### src/rtl/parity_tx_pkg.sv
`default_nettype none
// ============================================================================
//  Module      : parity_tx_pkg
//  Description : Shared types and helpers for the parity-protected transmit
//                path and its receive-side checker.
//  Revision    : 1.0 - initial release
// ============================================================================
package parity_tx_pkg;

  // Widest payload any parity user in the codebase may carry.
  localparam int unsigned MAX_DATA_W  = 64;

  // Status counter widths.
  localparam int unsigned TX_COUNT_W  = 16;
  localparam int unsigned INJ_COUNT_W = 8;

  // Fault-injection controller states.
  typedef enum logic [0:0] {
    INJ_IDLE  = 1'b0,
    INJ_ARMED = 1'b1
  } inj_state_e;

  // Encoding of the inj_mode input.
  typedef enum logic [0:0] {
    INJ_MODE_PARITY = 1'b0,
    INJ_MODE_DATA   = 1'b1
  } inj_mode_e;

  // Parity over a zero-extended payload. Zero extension does not change the
  // XOR reduction, so narrower users cast their data up to MAX_DATA_W.
  // odd = 1 makes the total number of ones (data + parity) odd.
  function automatic logic calc_parity(input logic [MAX_DATA_W-1:0] data,
                                       input logic                  odd);
    return (^data) ^ odd;
  endfunction

endpackage : parity_tx_pkg
`default_nettype wire

### src/rtl/parity_skid_buf.sv
`default_nettype none
// ============================================================================
//  Module      : parity_skid_buf
//  Description : Output register plus one skid entry. Upstream ready is a
//                pure register (no combinational path from m_ready), so the
//                skid entry absorbs the one word that may arrive in the cycle
//                the output stalls.
//  Revision    : 1.0 - initial release
// ============================================================================
module parity_skid_buf #(
  parameter int unsigned WIDTH = 33
) (
  input  logic             clk,
  input  logic             reset,
  // upstream
  input  logic             s_valid,
  output logic             s_ready,
  input  logic [WIDTH-1:0] s_data,
  // downstream
  output logic             m_valid,
  input  logic             m_ready,
  output logic [WIDTH-1:0] m_data
);

  logic             out_valid_q,  out_valid_d;
  logic [WIDTH-1:0] out_data_q,   out_data_d;
  logic             skid_valid_q, skid_valid_d;
  logic [WIDTH-1:0] skid_data_q,  skid_data_d;
  logic             ready_q,      ready_d;

  logic             accept;
  logic             out_free;

  assign accept   = s_valid & ready_q;
  // The output register can take a new word when empty or when it drains.
  assign out_free = ~out_valid_q | m_ready;

  // Next-state for the output register and the skid entry; the skid entry
  // always holds the older word, so it refills the output register first.
  always_comb begin
    out_valid_d  = out_valid_q;
    out_data_d   = out_data_q;
    skid_valid_d = skid_valid_q;
    skid_data_d  = skid_data_q;

    if (out_free) begin
      if (skid_valid_q) begin
        out_valid_d  = 1'b1;
        out_data_d   = skid_data_q;
        skid_valid_d = accept;
        if (accept) begin
          skid_data_d = s_data;
        end
      end else begin
        out_valid_d = accept;
        if (accept) begin
          out_data_d = s_data;
        end
      end
    end else if (accept) begin
      skid_valid_d = 1'b1;
      skid_data_d  = s_data;
    end

    // Ready for the next cycle is simply "skid entry will be empty".
    ready_d = ~skid_valid_d;
  end

  // Storage registers; reset empties both entries and holds ready low.
  always_ff @(posedge clk) begin
    if (reset) begin
      out_valid_q  <= 1'b0;
      out_data_q   <= '0;
      skid_valid_q <= 1'b0;
      skid_data_q  <= '0;
      ready_q      <= 1'b0;
    end else begin
      out_valid_q  <= out_valid_d;
      out_data_q   <= out_data_d;
      skid_valid_q <= skid_valid_d;
      skid_data_q  <= skid_data_d;
      ready_q      <= ready_d;
    end
  end

  assign s_ready = ready_q;
  assign m_valid = out_valid_q;
  assign m_data  = out_data_q;

endmodule : parity_skid_buf
`default_nettype wire

### src/rtl/parity_protect_tx.sv
`default_nettype none
// ============================================================================
//  Module      : parity_protect_tx
//  Description : Attaches a parity bit to each payload word on a valid/ready
//                stream, with a one-shot fault injector that can flip either
//                the parity bit or one data bit of the next accepted word.
//  Revision    : 1.0 - initial release
// ============================================================================
module parity_protect_tx
  import parity_tx_pkg::*;
#(
  parameter int unsigned DATA_W     = 32,
  parameter int unsigned ODD_PARITY = 0
) (
  input  logic                       clk,
  input  logic                       reset,
  // upstream stream
  input  logic                       s_valid,
  output logic                       s_ready,
  input  logic [DATA_W-1:0]          s_data,
  // downstream protected stream
  output logic                       m_valid,
  input  logic                       m_ready,
  output logic [DATA_W-1:0]          m_data,
  output logic                       m_parity,
  // fault injection control
  input  logic                       inj_req,
  input  logic                       inj_mode,
  input  logic [$clog2(DATA_W)-1:0]  inj_bit,
  output logic                       inj_busy,
  output logic                       inj_done,
  // status
  output logic [TX_COUNT_W-1:0]      tx_count,
  output logic [INJ_COUNT_W-1:0]     inj_count
);

  localparam int unsigned BIT_W = $clog2(DATA_W);
  localparam logic [DATA_W-1:0] ONE_HOT_LSB = {{(DATA_W-1){1'b0}}, 1'b1};

  // --------------------------------------------------------------------------
  // Injection controller
  // --------------------------------------------------------------------------
  inj_state_e              state_q, state_d;
  inj_mode_e               mode_q,  mode_d;
  logic [BIT_W-1:0]        bit_q,   bit_d;

  logic                    s_accept;
  logic                    fire;

  assign s_accept = s_valid & s_ready;

  // Injection FSM register plus the latched mode and bit index.
  always_ff @(posedge clk) begin
    if (reset) begin
      state_q <= INJ_IDLE;
      mode_q  <= INJ_MODE_PARITY;
      bit_q   <= '0;
    end else begin
      state_q <= state_d;
      mode_q  <= mode_d;
      bit_q   <= bit_d;
    end
  end

  // Arm on a request while idle; fire on the next accepted word. A request
  // while armed is dropped, and a request alongside an accepted word while
  // idle only arms for the word after it.
  always_comb begin
    state_d = state_q;
    mode_d  = mode_q;
    bit_d   = bit_q;
    fire    = 1'b0;

    case (state_q)
      INJ_IDLE: begin
        if (inj_req) begin
          state_d = INJ_ARMED;
          mode_d  = inj_mode_e'(inj_mode);
          bit_d   = inj_bit;
        end
      end
      INJ_ARMED: begin
        if (s_accept) begin
          state_d = INJ_IDLE;
          fire    = 1'b1;
        end
      end
      default: begin
        state_d = INJ_IDLE;
      end
    endcase
  end

  assign inj_busy = (state_q == INJ_ARMED);
  assign inj_done = fire;

  // --------------------------------------------------------------------------
  // Parity generation and corruption
  // --------------------------------------------------------------------------
  logic              clean_parity;
  logic [DATA_W-1:0] data_mask;
  logic              parity_flip;
  logic [DATA_W:0]   buf_in;
  logic [DATA_W:0]   buf_out;

  // Parity is always taken from the clean payload, so a data-bit flip shows
  // up downstream as a parity mismatch.
  assign clean_parity = calc_parity(MAX_DATA_W'(s_data), (ODD_PARITY != 0));

  assign data_mask   = (fire && (mode_q == INJ_MODE_DATA)) ? (ONE_HOT_LSB << bit_q)
                                                           : '0;
  assign parity_flip = fire && (mode_q == INJ_MODE_PARITY);

  assign buf_in = {clean_parity ^ parity_flip, s_data ^ data_mask};

  parity_skid_buf #(
    .WIDTH (DATA_W + 1)
  ) u_skid (
    .clk     (clk),
    .reset   (reset),
    .s_valid (s_valid),
    .s_ready (s_ready),
    .s_data  (buf_in),
    .m_valid (m_valid),
    .m_ready (m_ready),
    .m_data  (buf_out)
  );

  assign m_data   = buf_out[DATA_W-1:0];
  assign m_parity = buf_out[DATA_W];

  // --------------------------------------------------------------------------
  // Status counters
  // --------------------------------------------------------------------------
  logic [TX_COUNT_W-1:0]  tx_count_q,  tx_count_d;
  logic [INJ_COUNT_W-1:0] inj_count_q, inj_count_d;

  // Transfer count wraps; injection count saturates at all-ones.
  always_comb begin
    tx_count_d  = tx_count_q;
    inj_count_d = inj_count_q;
    if (m_valid && m_ready) begin
      tx_count_d = tx_count_q + TX_COUNT_W'(1);
    end
    if (fire && (inj_count_q != {INJ_COUNT_W{1'b1}})) begin
      inj_count_d = inj_count_q + INJ_COUNT_W'(1);
    end
  end

  // Counter registers.
  always_ff @(posedge clk) begin
    if (reset) begin
      tx_count_q  <= '0;
      inj_count_q <= '0;
    end else begin
      tx_count_q  <= tx_count_d;
      inj_count_q <= inj_count_d;
    end
  end

  assign tx_count  = tx_count_q;
  assign inj_count = inj_count_q;

endmodule : parity_protect_tx
`default_nettype wire

### config.mk
export PLATFORM = sky130hd
export DESIGN_NAME = parity_protect_tx
export DESIGN_NICKNAME = d
export VERILOG_FILES = /design/src/rtl/parity_tx_pkg.sv /design/src/rtl/parity_skid_buf.sv /design/src/rtl/parity_protect_tx.sv
export SDC_FILE = /design/constraint.sdc
export NUM_CORES = 1
export LEC_CHECK = 0
export BUFFER_PORTS_ARGS = -buffer_cell sky130_fd_sc_hd__buf_2
export CORE_MARGIN = 4
export CORE_UTILIZATION = 45
export DETAILED_ROUTE_END_ITERATION = 8
export PLACE_DENSITY = 0.79
export SLEW_MARGIN = 20
export SYNTH_ARGS = -nofsm -noshare
export SYNTH_HDL_FRONTEND = slang
export SYNTH_SLANG_ARGS = --single-unit
### constraint.sdc
create_clock -name clk -period 3.6 [get_ports clk]
set_input_delay 0.54 -clock clk [delete_from_list [all_inputs] [get_ports clk]]
set_output_delay 0.54 -clock clk [all_outputs]
set_load 0.02 [all_outputs]
==> metrics <==
outcome=complete, no violations; post-synthesis share of cell area spent on full adders, half adders and majority gates=0.515%; critical path launch point type=flip-flop; startpoint of the most critical register-to-register path=inj_busy; fillcell total=981; Seq cells post-synth=100; worst-case register-to-register setup slack=1410 ps; ys async rst share=0%; Sequential Area=2000 um^2; post_cts resized=0; xor/xnor cell area share of the yosys netlist=14.5%; final period utilization=61.0%; multiplexer share of the synthesized area=4.73%; endpoint of the worst hold path=bit_q[2]; library cell used as clock root buffer=clkbuf_8; first-pass iteration count of the detailed router=5; total count of max-transition violations in the final report=0; highest signal layer in the routed design=met4; area occupied by multi-input gates=2660 um^2; achievable clock frequency=0.456 GHz; met3 WL post-DR=945 um; number of buffers on the longest clock path=2; synthesized area=4860 um^2; number of antenna violations at the first check in global routing=0; largest family of logic cells by synthesized area=simple AND/OR/NAND/NOR gates; count of unique library cells instantiated by Yosys=35; number of flops mapped to enable cells by yosys=0; cell depth of the worst flop-to-flop path=5; Hold WC Path Type=in -> reg; number of cells on the worst hold path=3; cell with the most instances after synthesis=dfxtp_1; simple-gate area share of the yosys netlist=19.9%; leakage power=2.22 nW; RSZ-0062 raised after global routing=no; cell types with the highest counts after synthesis=dfxtp_1 (100), nor2_1 (81), a21oi_1 (61); number of diodes added for antenna fixing=0; TritonCTS clock tree=yes; area fraction in compound gates after synthesis=14.7%; maximum number of pins on one net before global-route repair=54; Worst Path Max Fanout=15; synthesized instance count=584; Vert. Die Dim=112 um; dpl ws=1260 ps; cell row count=37; antenna viol nets, final=0; Post-Route M1 WL=5.26 mm; H-tree levels=3; count of routing violations after the opening detailed-route iteration=256; Setup Viol. Count Final=0; final-stage net count=715; clock-pin slew on the worst setup and hold paths=90 ps; drt total wl=12.4 mm; terminus of the critical flop-to-flop path=u_skid.m_data[15]; power density over the cells=393 nW/um^2; global-route wire length before repair=20.4 mm; fraction of post-synthesis cell area in the top cell type by area=41.2%; time the worst path needs with I/O delays and setup=2190 ps; clk_lat worst skew=370 ps; transition time at the pin with the least slew margin=1010 ps; vias=4427; ranking of synthesized cells by area=dfxtp_1 (41%), xnor2_1 (7.6%), a21oi_1 (6.3%); hold violation count in the final report=0; count of maximum capacitance violations=0; overall die area=12500 um^2; DR vias/cell=5.47; ratio of cells with drive above 1 in the final layout=19.6%; share of the core filled with cells in the final layout=54.3%; Met2 Routed Length=5.72 mm; total clock sinks=100; number of buffers inserted by post-CTS setup repair=0; leading area contributor after synthesis=dfxtp_1; share of synthesized area occupied by flip-flops and latches=41.2%; number of I/O pins=104; Post-CTS Hold Fix Bufs=0; Arrival @ worst endpoint=2400 ps; Core Region=10400 um^2; setup total negative slack=0 ps; relative slew slack=32.6%; total track usage=19.9%; detailed placement HPWL=9.27 mm; worst setup skew after layout=17.4 ps; number of nets in the synthesized netlist=629; total CTS buffers=9; Worst Setup End Kind=flip-flop; YS warnings=0; DRC violations left=0; Synth Flop Type=dfxtp_1; per-cell routed wire length=15.3 um; count of buffers inserted at the top-level ports=103; global route overflow=0; post-synthesis to final-layout area growth=16.3%; Die Width=112 um; initial standard-cell utilization of the core=46.7%; placer congestion estimate=0.849; Mean Syn Cell Area=8.33 um^2; via count of the first global-routing pass=4218; required time of the critical path=3800 ps; critical path start-end classification=reg -> reg; min-delay src=inj_bit[2]; Worst Slack Setup Final=1410 ps; VDD IR max=0.000191 V
how the worst max path moves through the flow:
stage | startpoint | to | slack [ps] | cells after the start
floorplan | s_data[31] | u_skid.m_data[32] | 1780 | 6
global placement | s_valid | u_skid.m_data[15] | 1240 | 6
detailed placement | s_valid | u_skid.m_data[15] | 1260 | 6
CTS | inj_busy | u_skid.m_data[15] | 1410 | 5
global route | inj_busy | u_skid.m_data[6] | 1210 | 6
finish | inj_busy | u_skid.m_data[15] | 1410 | 5
flip-flops by register name (all words and copies together), names as in the netlist:
name / count
u_skid.skid_data_q: 33
inj_busy: 1
u_skid.m_valid: 1
u_skid.m_data: 33
u_skid.s_ready: 1
inj_count: 8
u_skid.skid_valid_q: 1
mode_q: 1
bit_q: 5
tx_count: 16
cell usage in the layout, fill, tap and decap left out, types with 2 or more instances in the layout:
master / count
xor2_1: 33
nand2_1: 50
nand2b_1: 4
a211oi_1: 16
a21oi_1: 61
nand3_1: 12
and4_1: 2
dfxtp_1: 100
o21ai_0: 23
nor4_1: 12
xnor2_1: 42
nand4_1: 14
buf_2: 103
clkbuf_1: 2
inv_1: 18
and3_1: 6
a211o_1: 16
buf_4: 7
clkinvlp_4: 2
mux2i_1: 23
nor3_1: 5
and2_1: 3
or2_2: 2
nor2_1: 80
clkbuf_8: 10
or3_1: 7
ha_1: 2
nor2b_1: 7
stage by stage:
| step | instances | power, mW | hold WS (ps) | cell area (um^2) |
|---|---|---|---|---|
| 6_report | 810 | 2.22 | 404 | 5650 |
| 3_5_place_dp | 795 | 1.59 | 443 | 5490 |
| 3_3_place_gp | 795 | 1.58 | 442 | 5490 |
| 2_1_floorplan | 584 | 1.47 | 460 | 4860 |
| 5_1_grt | 810 | 2.32 | 402 | 5650 |
| 4_1_cts | 810 | 2.24 | 386 | 5650 |
kinds of logic after synthesis:
| kind of cell | Yosys count |
|---|---|
| AND/OR/NAND/NOR | 208 |
| AO/OA/AOI/OAI | 120 |
| flip-flops | 100 |
| XOR/XNOR | 77 |
| buffers and inverters | 54 |
| multiplexers | 23 |
| adder cells (fa/ha/maj) | 2 |
cell type report:
cell class / instances / area share [%]
well taps: 136 / 3.01
repair buffers: 111 / 10.4
multi-input cells: 430 / 47.0
inverters: 18 / 1.19
flip-flops and latches: 100 / 35.4
clock buffers: 12 / 2.57
clock inverters: 3 / 0.420
layer usage:
metal  GRT usage [%]  vias up
met5               0        -
met4            9.29        0
met3            5.38       34
met2            31.9      159
met1            24.8     2074
li1                -     2160
critical path, stage by stage, from the launching register on:
cell	delay [ps]
dfxtp_1	490
nand4_2	370
nor4_1	520
xor2_1	230
o21ai_0	310
a21oi_1	110
where the power goes:
part	internal [mW]	total (mW)	switching (mW)
clock	0.269	0.651	0.382
sequential	1.14	1.17	0.0283
combinational	0.178	0.400	0.222
Power figures use the tool's default switching activity.
